--- src/rtl/id_interlock_ctrl_if.sv ---
// Decode-stage interlock bundle: ID/EX fields in, pipeline-register enables out.
interface id_interlock_ctrl_if;
    logic       id_valid;
    logic [0:4] id_r1;
    logic [0:4] id_r2;
    logic       id_usesR2;
    logic       id_mul;
    logic       id_trap;
    logic       ex_MemToReg;
    logic       ex_RegWrite;
    logic [0:4] ex_destReg;
    logic       stall_if;
    logic       stall_id;
    logic       bubble_ex;
    logic       ex_hold;
    logic       mul_busy;
    logic       halt;
    logic [0:1] state;

    modport master (
        output id_valid, id_r1, id_r2, id_usesR2, id_mul, id_trap,
        output ex_MemToReg, ex_RegWrite, ex_destReg,
        input  stall_if, stall_id, bubble_ex, ex_hold, mul_busy, halt, state
    );

    modport slave (
        input  id_valid, id_r1, id_r2, id_usesR2, id_mul, id_trap,
        input  ex_MemToReg, ex_RegWrite, ex_destReg,
        output stall_if, stall_id, bubble_ex, ex_hold, mul_busy, halt, state
    );
endinterface

--- src/rtl/id_interlock_ctrl.sv ---
// Decode-stage interlock: load-use stall, multi-cycle mul occupancy of EX, trap drain then halt.
// Latency: outputs are combinational from registered state/counter and the current ID/EX fields.
// Backpressure: stall_if/stall_id hold the front end; bubble_ex or ex_hold control the ID/EX register.
module id_interlock_ctrl #(
    parameter int unsigned MUL_CYCLES = 6,
    parameter int unsigned TRAP_DRAIN = 3
) (
    input  logic               clk,
    input  logic               reset,
    id_interlock_ctrl_if.slave bus
);

    typedef enum logic [1:0] {
        RUN   = 2'b00,
        MUL   = 2'b01,
        DRAIN = 2'b10,
        HALT  = 2'b11
    } state_t;

    localparam bit       MUL_MULTI = (MUL_CYCLES > 1);
    localparam logic [7:0] MUL_LOAD  = MUL_MULTI ? 8'(MUL_CYCLES - 2) : 8'd0;
    localparam logic [7:0] TRAP_LOAD = 8'(TRAP_DRAIN - 1);

    state_t     cur_state;
    state_t     nxt_state;
    logic [7:0] cnt;
    logic [7:0] cnt_nxt;
    logic       live;
    logic       ldhaz;
    logic       stall_if_c;
    logic       stall_id_c;
    logic       bubble_ex_c;
    logic       ex_hold_c;
    logic       mul_busy_c;
    logic       halt_c;

    assign ldhaz = bus.id_valid & bus.ex_MemToReg & bus.ex_RegWrite &
                   (bus.ex_destReg != 5'd0) &
                   ((bus.ex_destReg == bus.id_r1) |
                    (bus.id_usesR2 & (bus.ex_destReg == bus.id_r2)));

    // live stays low through reset and until the first edge after release,
    // so nothing is acted on while the pipe holds no valid instruction
    always_ff @(posedge clk or negedge reset) begin
        if (!reset) begin
            cur_state <= RUN;
            cnt       <= 8'd0;
            live      <= 1'b0;
        end else begin
            cur_state <= nxt_state;
            cnt       <= cnt_nxt;
            live      <= 1'b1;
        end
    end

    always_comb begin
        nxt_state   = cur_state;
        cnt_nxt     = cnt;
        stall_if_c  = 1'b0;
        stall_id_c  = 1'b0;
        bubble_ex_c = 1'b0;
        ex_hold_c   = 1'b0;
        mul_busy_c  = 1'b0;
        halt_c      = 1'b0;
        if (live) begin
            case (cur_state)
                RUN: begin
                    if (bus.id_valid & bus.id_trap) begin
                        stall_if_c  = 1'b1;
                        stall_id_c  = 1'b1;
                        bubble_ex_c = 1'b1;
                        nxt_state   = DRAIN;
                        cnt_nxt     = TRAP_LOAD;
                    end else if (ldhaz) begin
                        stall_if_c  = 1'b1;
                        stall_id_c  = 1'b1;
                        bubble_ex_c = 1'b1;
                    end else if (bus.id_valid & bus.id_mul & MUL_MULTI) begin
                        // issue cycle counts as the first of MUL_CYCLES
                        nxt_state = MUL;
                        cnt_nxt   = MUL_LOAD;
                    end
                end
                MUL: begin
                    stall_if_c = 1'b1;
                    stall_id_c = 1'b1;
                    ex_hold_c  = 1'b1;
                    mul_busy_c = 1'b1;
                    if (cnt == 8'd0) nxt_state = RUN;
                    else             cnt_nxt   = cnt - 8'd1;
                end
                DRAIN: begin
                    stall_if_c  = 1'b1;
                    stall_id_c  = 1'b1;
                    bubble_ex_c = 1'b1;
                    if (cnt == 8'd0) nxt_state = HALT;
                    else             cnt_nxt   = cnt - 8'd1;
                end
                HALT: begin
                    stall_if_c  = 1'b1;
                    stall_id_c  = 1'b1;
                    bubble_ex_c = 1'b1;
                    halt_c      = 1'b1;
                end
                default: nxt_state = RUN;
            endcase
        end
    end

    assign bus.stall_if  = stall_if_c;
    assign bus.stall_id  = stall_id_c;
    assign bus.bubble_ex = bubble_ex_c;
    assign bus.ex_hold   = ex_hold_c;
    assign bus.mul_busy  = mul_busy_c;
    assign bus.halt      = halt_c;
    assign bus.state     = cur_state;

endmodule

--- src/flat_wrapper.sv ---
// flat-port wrapper written by rule: the top's interface ports become plain ports
module id_interlock_ctrl_flat 
#(
    parameter int unsigned MUL_CYCLES = 6,
    parameter int unsigned TRAP_DRAIN = 3
)
  (clk, reset, bus_id_valid, bus_id_r1, bus_id_r2, bus_id_usesR2, bus_id_mul, bus_id_trap, bus_ex_MemToReg, bus_ex_RegWrite, bus_ex_destReg, bus_stall_if, bus_stall_id, bus_bubble_ex, bus_ex_hold, bus_mul_busy, bus_halt, bus_state);
  id_interlock_ctrl_if bus_i ();
  input  logic clk;
  input  logic reset;
  input wire logic [$bits(bus_i.id_valid)-1:0] bus_id_valid;
  input wire logic [$bits(bus_i.id_r1)-1:0] bus_id_r1;
  input wire logic [$bits(bus_i.id_r2)-1:0] bus_id_r2;
  input wire logic [$bits(bus_i.id_usesR2)-1:0] bus_id_usesR2;
  input wire logic [$bits(bus_i.id_mul)-1:0] bus_id_mul;
  input wire logic [$bits(bus_i.id_trap)-1:0] bus_id_trap;
  input wire logic [$bits(bus_i.ex_MemToReg)-1:0] bus_ex_MemToReg;
  input wire logic [$bits(bus_i.ex_RegWrite)-1:0] bus_ex_RegWrite;
  input wire logic [$bits(bus_i.ex_destReg)-1:0] bus_ex_destReg;
  output wire logic [$bits(bus_i.stall_if)-1:0] bus_stall_if;
  output wire logic [$bits(bus_i.stall_id)-1:0] bus_stall_id;
  output wire logic [$bits(bus_i.bubble_ex)-1:0] bus_bubble_ex;
  output wire logic [$bits(bus_i.ex_hold)-1:0] bus_ex_hold;
  output wire logic [$bits(bus_i.mul_busy)-1:0] bus_mul_busy;
  output wire logic [$bits(bus_i.halt)-1:0] bus_halt;
  output wire logic [$bits(bus_i.state)-1:0] bus_state;
  assign bus_i.id_valid = bus_id_valid;
  assign bus_i.id_r1 = bus_id_r1;
  assign bus_i.id_r2 = bus_id_r2;
  assign bus_i.id_usesR2 = bus_id_usesR2;
  assign bus_i.id_mul = bus_id_mul;
  assign bus_i.id_trap = bus_id_trap;
  assign bus_i.ex_MemToReg = bus_ex_MemToReg;
  assign bus_i.ex_RegWrite = bus_ex_RegWrite;
  assign bus_i.ex_destReg = bus_ex_destReg;
  assign bus_stall_if = bus_i.stall_if;
  assign bus_stall_id = bus_i.stall_id;
  assign bus_bubble_ex = bus_i.bubble_ex;
  assign bus_ex_hold = bus_i.ex_hold;
  assign bus_mul_busy = bus_i.mul_busy;
  assign bus_halt = bus_i.halt;
  assign bus_state = bus_i.state;
  id_interlock_ctrl #(.MUL_CYCLES(MUL_CYCLES), .TRAP_DRAIN(TRAP_DRAIN)) u_core (.clk(clk), .reset(reset), .bus(bus_i));
endmodule
--- config.mk ---
export PLATFORM = sky130hd
export DESIGN_NAME = id_interlock_ctrl_flat
export DESIGN_NICKNAME = d
export VERILOG_FILES = /design/src/rtl/id_interlock_ctrl_if.sv /design/src/rtl/id_interlock_ctrl.sv /design/src/flat_wrapper.sv
export SDC_FILE = /design/constraint.sdc
export NUM_CORES = 1
export LEC_CHECK = 0
export BUFFER_PORTS_ARGS = -buffer_cell sky130_fd_sc_hd__buf_2
export CORE_ASPECT_RATIO = 1.25
export CORE_MARGIN = 2
export CORE_UTILIZATION = 45
export DETAILED_ROUTE_END_ITERATION = 8
export PLACE_DENSITY = 0.75
export SYNTH_ARGS = -nofsm -noshare
export SYNTH_HDL_FRONTEND = slang
export SYNTH_SLANG_ARGS = --single-unit
--- constraint.sdc ---
create_clock -name clk -period 2 [get_ports clk]
set_clock_uncertainty 0.1 [all_clocks]
set_input_delay 0.4 -clock clk [delete_from_list [all_inputs] [get_ports clk]]
set_output_delay 0.4 -clock clk [all_outputs]
set_load 0.01 [all_outputs]
; ---- After elaboration in Yosys (flattened, before gate mapping)
; Index checks and enable logic that the tools add are counted.
; Widths: inputs -> output; s select.
[op_classes]
add_sub_neg = 1
n_reduce_logical = 10
bitwise = 8
n_eq_ne = 10
muxes = 21
[ops]
columns = op, n
row1 = $mux 8, 4
row2 = $pmux 8 s2, 1
row3 = $eq 5x5->1, 2
row4 = $mux 2, 5
row5 = $logic_not 8->1, 1
row6 = $mux 1, 8
row7 = $sub 8x1->8 const B, 1
row8 = $and 1x1->1, 7
row9 = $pmux 2 s3, 1
row10 = $reduce_and 6->1, 1
row11 = $reduce_and 5->1, 1
row12 = $reduce_bool 5->1, 1
row13 = $eq 2x2->1 const B, 2
row14 = $ne 2x1->1 const B, 2
row15 = $pmux 1 s2, 2
row16 = $reduce_or 2->1, 2
row17 = $ne 3x1->1 const B, 1
row18 = $ne 3x3->1 const B, 1
row19 = $reduce_bool 3->1, 1
row20 = $reduce_or 3->1, 1
row21 = $eq 2x1->1 const B, 1
row22 = $logic_not 2->1, 1
row23 = $ne 2x2->1 const B, 1
row24 = $reduce_bool 2->1, 1
row25 = $or 1x1->1, 1
[totals]
register_bits = 11
out_inout_bits = 8
inputBits = 23

; ---- Depth between registers and ports, before layout
[depth]
word_depth = 8
depth_mapped = 9

; ---- Worst setup path after synthesis
; Ideal clock, no wire load.
[synth_timing]
kind = register -> register
from = register u_core.cur_state[0], in the netlist u_core.bus.state[1]
to = register u_core.cnt[5]
arrival_time_ns = 1.940
required_ns = 1.778
setup_ns = 0.122
path_stages_with_launch = 9
path_slack_ns = -0.161
path_cell_list = dfrtp_1 -> inv_1 -> ha_1 -> nor3b_1 -> a31oi_1 -> o21ai_0 -> a21oi_1 -> buf_2 -> a32o_1
[synth_via]
elab_chain_cells = 4
elab_cells_between_ends = 10
classes_between = eq/ne: 5 / mux: 1 / reduce/logical: 4
[synth_rtl]
columns = element, line_no
row1 = from (decl), id_interlock_ctrl.sv:24  ; state_t cur_state;
row2 = from (signal assigned), id_interlock_ctrl.sv:50  ; cur_state <= nxt_state;
row3 = $eq 2x1->1 or $eq 2x2->1 (tied branches), id_interlock_ctrl.sv:66  ; case (cur_state)
row4 = $reduce_or 2->1 (no source line), -
row5 = $ne 2x2->1 (no source line) or $reduce_bool 2->1 (tied branches), -
row6 = $reduce_and 5->1 (no source line), -
row7 = to (signal assigned), id_interlock_ctrl.sv:51  ; cnt <= cnt_nxt;
row8 = to (decl), id_interlock_ctrl.sv:26  ; logic [7:0] cnt;
; Several ways; a longest one is shown, not always the timed one.
; A chain may end at the register's enable or synchronous reset.

; ---- Worst setup path in the final report
[layout_timing]
from = input port bus_ex_destReg[0]
to = output port bus_bubble_ex
[layout_via]
elab_chain_cells = 8
elab_cells_between_ends = 11
classes_between = eq/ne: 2 / mux: 4 / bitwise: 4 / reduce/logical: 1
[layout_rtl]
columns = element, line_no
row1 = from (decl), flat_wrapper.sv:19  ; input wire logic [$bits(bus_i.ex_destReg)-1:0] bus_ex_destReg;
row2 = $eq 5x5->1, id_interlock_ctrl.sv:40  ; (bus.id_usesR2 & (bus.ex_destReg == bus.id_r2)));
row3 = $and 1x1->1, id_interlock_ctrl.sv:40
row4 = $or 1x1->1, id_interlock_ctrl.sv:39  ; ((bus.ex_destReg == bus.id_r1) |
row5 = $and 1x1->1 (*), id_interlock_ctrl.sv:38  ; (bus.ex_destReg != 5'd0) &
row6 = $mux 1 (*), id_interlock_ctrl.sv:74  ; end else if (ldhaz) begin
row7 = $mux 1 (*), id_interlock_ctrl.sv:68  ; if (bus.id_valid & bus.id_trap) begin
row8 = $pmux 1 s2 (*), id_interlock_ctrl.sv:66
row9 = $mux 1 (*), id_interlock_ctrl.sv:65  ; if (live) begin
row10 = to (decl), flat_wrapper.sv:22  ; output wire logic [$bits(bus_i.bubble_ex)-1:0] bus_bubble_ex;
; Every way passes the cells marked *; elsewhere a longest branch is shown, timed or not.

==> reports/metrics.csv <==
metric;value;unit
highest-count cells in the layout ignoring fill and taps;23 x buf_2, 11 x buf_4, 9 x nand2_1, 9 x dfrtp_1;
antenna violations before repair;0;
CP Data Required Time;1500;ps
most common library cell in the layout ignoring fill and taps;buf_2;
wire length per cell;15.6;um
count of cells along the worst register-to-register path;6;
H-tree Lvls;1;
netlist area before placement;967;sq um
drt initial violations;19;
multi-input gate area in the final layout;732;sq um
ratio of cells with drive above 1 in the final layout;42.8;%
Starting Density;48.3;%
count of different cell masters after synthesis;40;
Net Count, Synth;146;
area added between synthesis and finish;44.0;%
largest net degree at the start of global routing;14;
leftover overflow at the end of global routing;0;
synthesized instance count;116;
setup repair after global routing missed its margin;true;
Design Power;1.77;mW
worst min-delay path class;in2async;
Post-synth EDFFs;0;
first-pass GRT wire length;4050;um
DP HPWL;2000;um
Floorplan Core Area;2000;sq um
ys async rst share;100;%
Skew-Pair Late Insertion Delay;270;ps
aggregate global-route resource usage;21.3;%
Worst Setup End Kind;primary output;
setup bufs post-CTS;0;
Final Core Density;69.5;%
largest vdd supply drop;0.919;mV
Sequential Area;278;sq um
pre-CTS setup slack;-116;ps
Worst setup SP type;input pin;
count of final hold-check violations;0;
CTS tree;done;
Die Ht;55.8;um
Main synth FF type;dfrtp_1;
total of max-cap violations;0;
Arrival @ worst endpoint;1550;ps
number of I/O pins;31;
class of the most critical setup path;in2out;
antenna violation net count after detailed routing;0;
Clock Path Buffers;2;
P per Cell Area;1270;nW/um^2
average cell area after synthesis;8.34;sq um
Setup Total Neg Slack;-46.9;ps
max frequency;0.489;GHz
Worst-path clk slew;70;ps
site row count;18;
Setup-failing EPs final;1;
Max Slew Vio Count;0;
vias in the first global route;953;
crit path time final;2050;ps
run status;finished with violations;
DRT Wirelength;2790;um
Yosys warning count;0;
DRT Pass-1 Iters;4;
global placer's final weighted congestion;0.876;
reg-to-reg setup timing slack;60;ps
final worst-path cycle share;102;%
violated checks;setup timing;
number of synthesized register bits;11;
Final Net Count;190;
share of the yosys chip area belonging to registers;28.5;%
total die area;2540;sq um
diode count;0;
fill cell total of the finished layout;163;
Vias per Instance;5.76;
placed instance area;1230;sq um
Lkg Pwr;0.666;nW
width of the die;45.5;um
minimum setup slack in the final design;-46.9;ps
Max Fanout on Critical Path;3;
Final Cell Area;1390;sq um
total DRC errors in the routed layout;0;
I/O Buffers;30;
routed via count;1031;
Clock Sinks;11;
total CTS buffers;3;
clock tree root driver cell;clkbuf_4;
## critical path: stages
cell and delay [ps]:
buf_4 130, nor3_1 190, a21oi_1 150, a21boi_2 160, nor2b_1 60, o311a_1 320, buf_2 140
## final cells by class
| type | instances | area share (%) |
|---|---|---|
| timing repair buffer | 43 | 21.7 |
| tap | 20 | 1.80 |
| multi-input combinational | 93 | 52.6 |
| clock buffer | 4 | 1.89 |
| inverter | 8 | 2.16 |
| sequential | 11 | 19.9 |
## metrics by stage
step,hold WS (ps),cells
2_1_floorplan,4.41,116
3_3_place_gp,178,173
3_5_place_dp,183,173
4_1_cts,423,178
5_1_grt,465,179
6_report,424,179
## path summary, 6_finish.rpt
check / from / to
worst max-delay path: bus_ex_destReg[0] / bus_bubble_ex
worst min-delay path: reset / u_core.cnt[0]
worst max register to register: u_core.cnt[2] / u_core.cnt[7]
worst min register to register: u_core.bus.state[0] / u_core.bus.state[0]
max in group asynchronous: reset / u_core.bus.state[1]
min in group clk: u_core.bus.state[0] / u_core.bus.state[0]
## synthesized netlist by cell type, types with 2 or more instances
cell type	n	area, sq um
ha_1	7	87.6
nand4_1	2	12.5
nor2b_1	4	25.0
nor2_1	7	26.3
xnor2_1	10	87.6
nand2_1	9	33.8
inv_1	8	30.0
dfrtp_1	11	275
a22o_1	2	17.5
a21boi_0	3	22.5
nor3b_1	3	22.5
a21oi_1	8	40.0
buf_4	2	15.0
o22ai_1	3	18.8
nand3_1	4	20.0
nor3_1	2	10.0
o21ai_0	6	30.0
and2_1	2	12.5
nor4_1	2	12.5
## cell families (layout without fill, tap and decap cells)
kind of cell,count (synthesis),after routing,share of synthesized area (%)
compound gates,33,33,23.4
xor+xnor,10,10,9.06
buf+inv,12,55,5.56
flops,11,11,28.5
mux,2,2,2.20
simple gates,40,40,21.9
other cells,1,1,0.388
fa+ha+maj,7,7,9.06
## per-layer routing
metal  global-route usage, %  share of wire (%)  up-vias
met1                    23.0                 39      481
li1                        -                  -      508
met3                    1.62                5.5        5
met4                    8.82                1.6        0
met5                       0                  0        -
met2                    39.4                 54       37
## registers in the layout, indices dropped and copies added (netlist names)
| signal | count |
|---|---|
| u_core.live | 1 |
| u_core.bus.state | 2 |
| u_core.cnt | 8 |
## where the power goes
part	internal [mW]	leakage (nW)	total [mW]	switching, mW
sequential	0.317	0.137	0.423	0.105
clock	0.0774	0.0150	0.152	0.0749
combinational	0.590	0.515	1.20	0.607
## repair_timing
item | CTS | global route
pin swaps | 1 | 11
resized for setup | 5 | 28
hold buffers | 1 | 0
setup endpoints to repair | 3 | 11
gates cloned | 0 | 1
hold endpoints to repair | 11 | 0
Power figures use the tool's default switching activity.
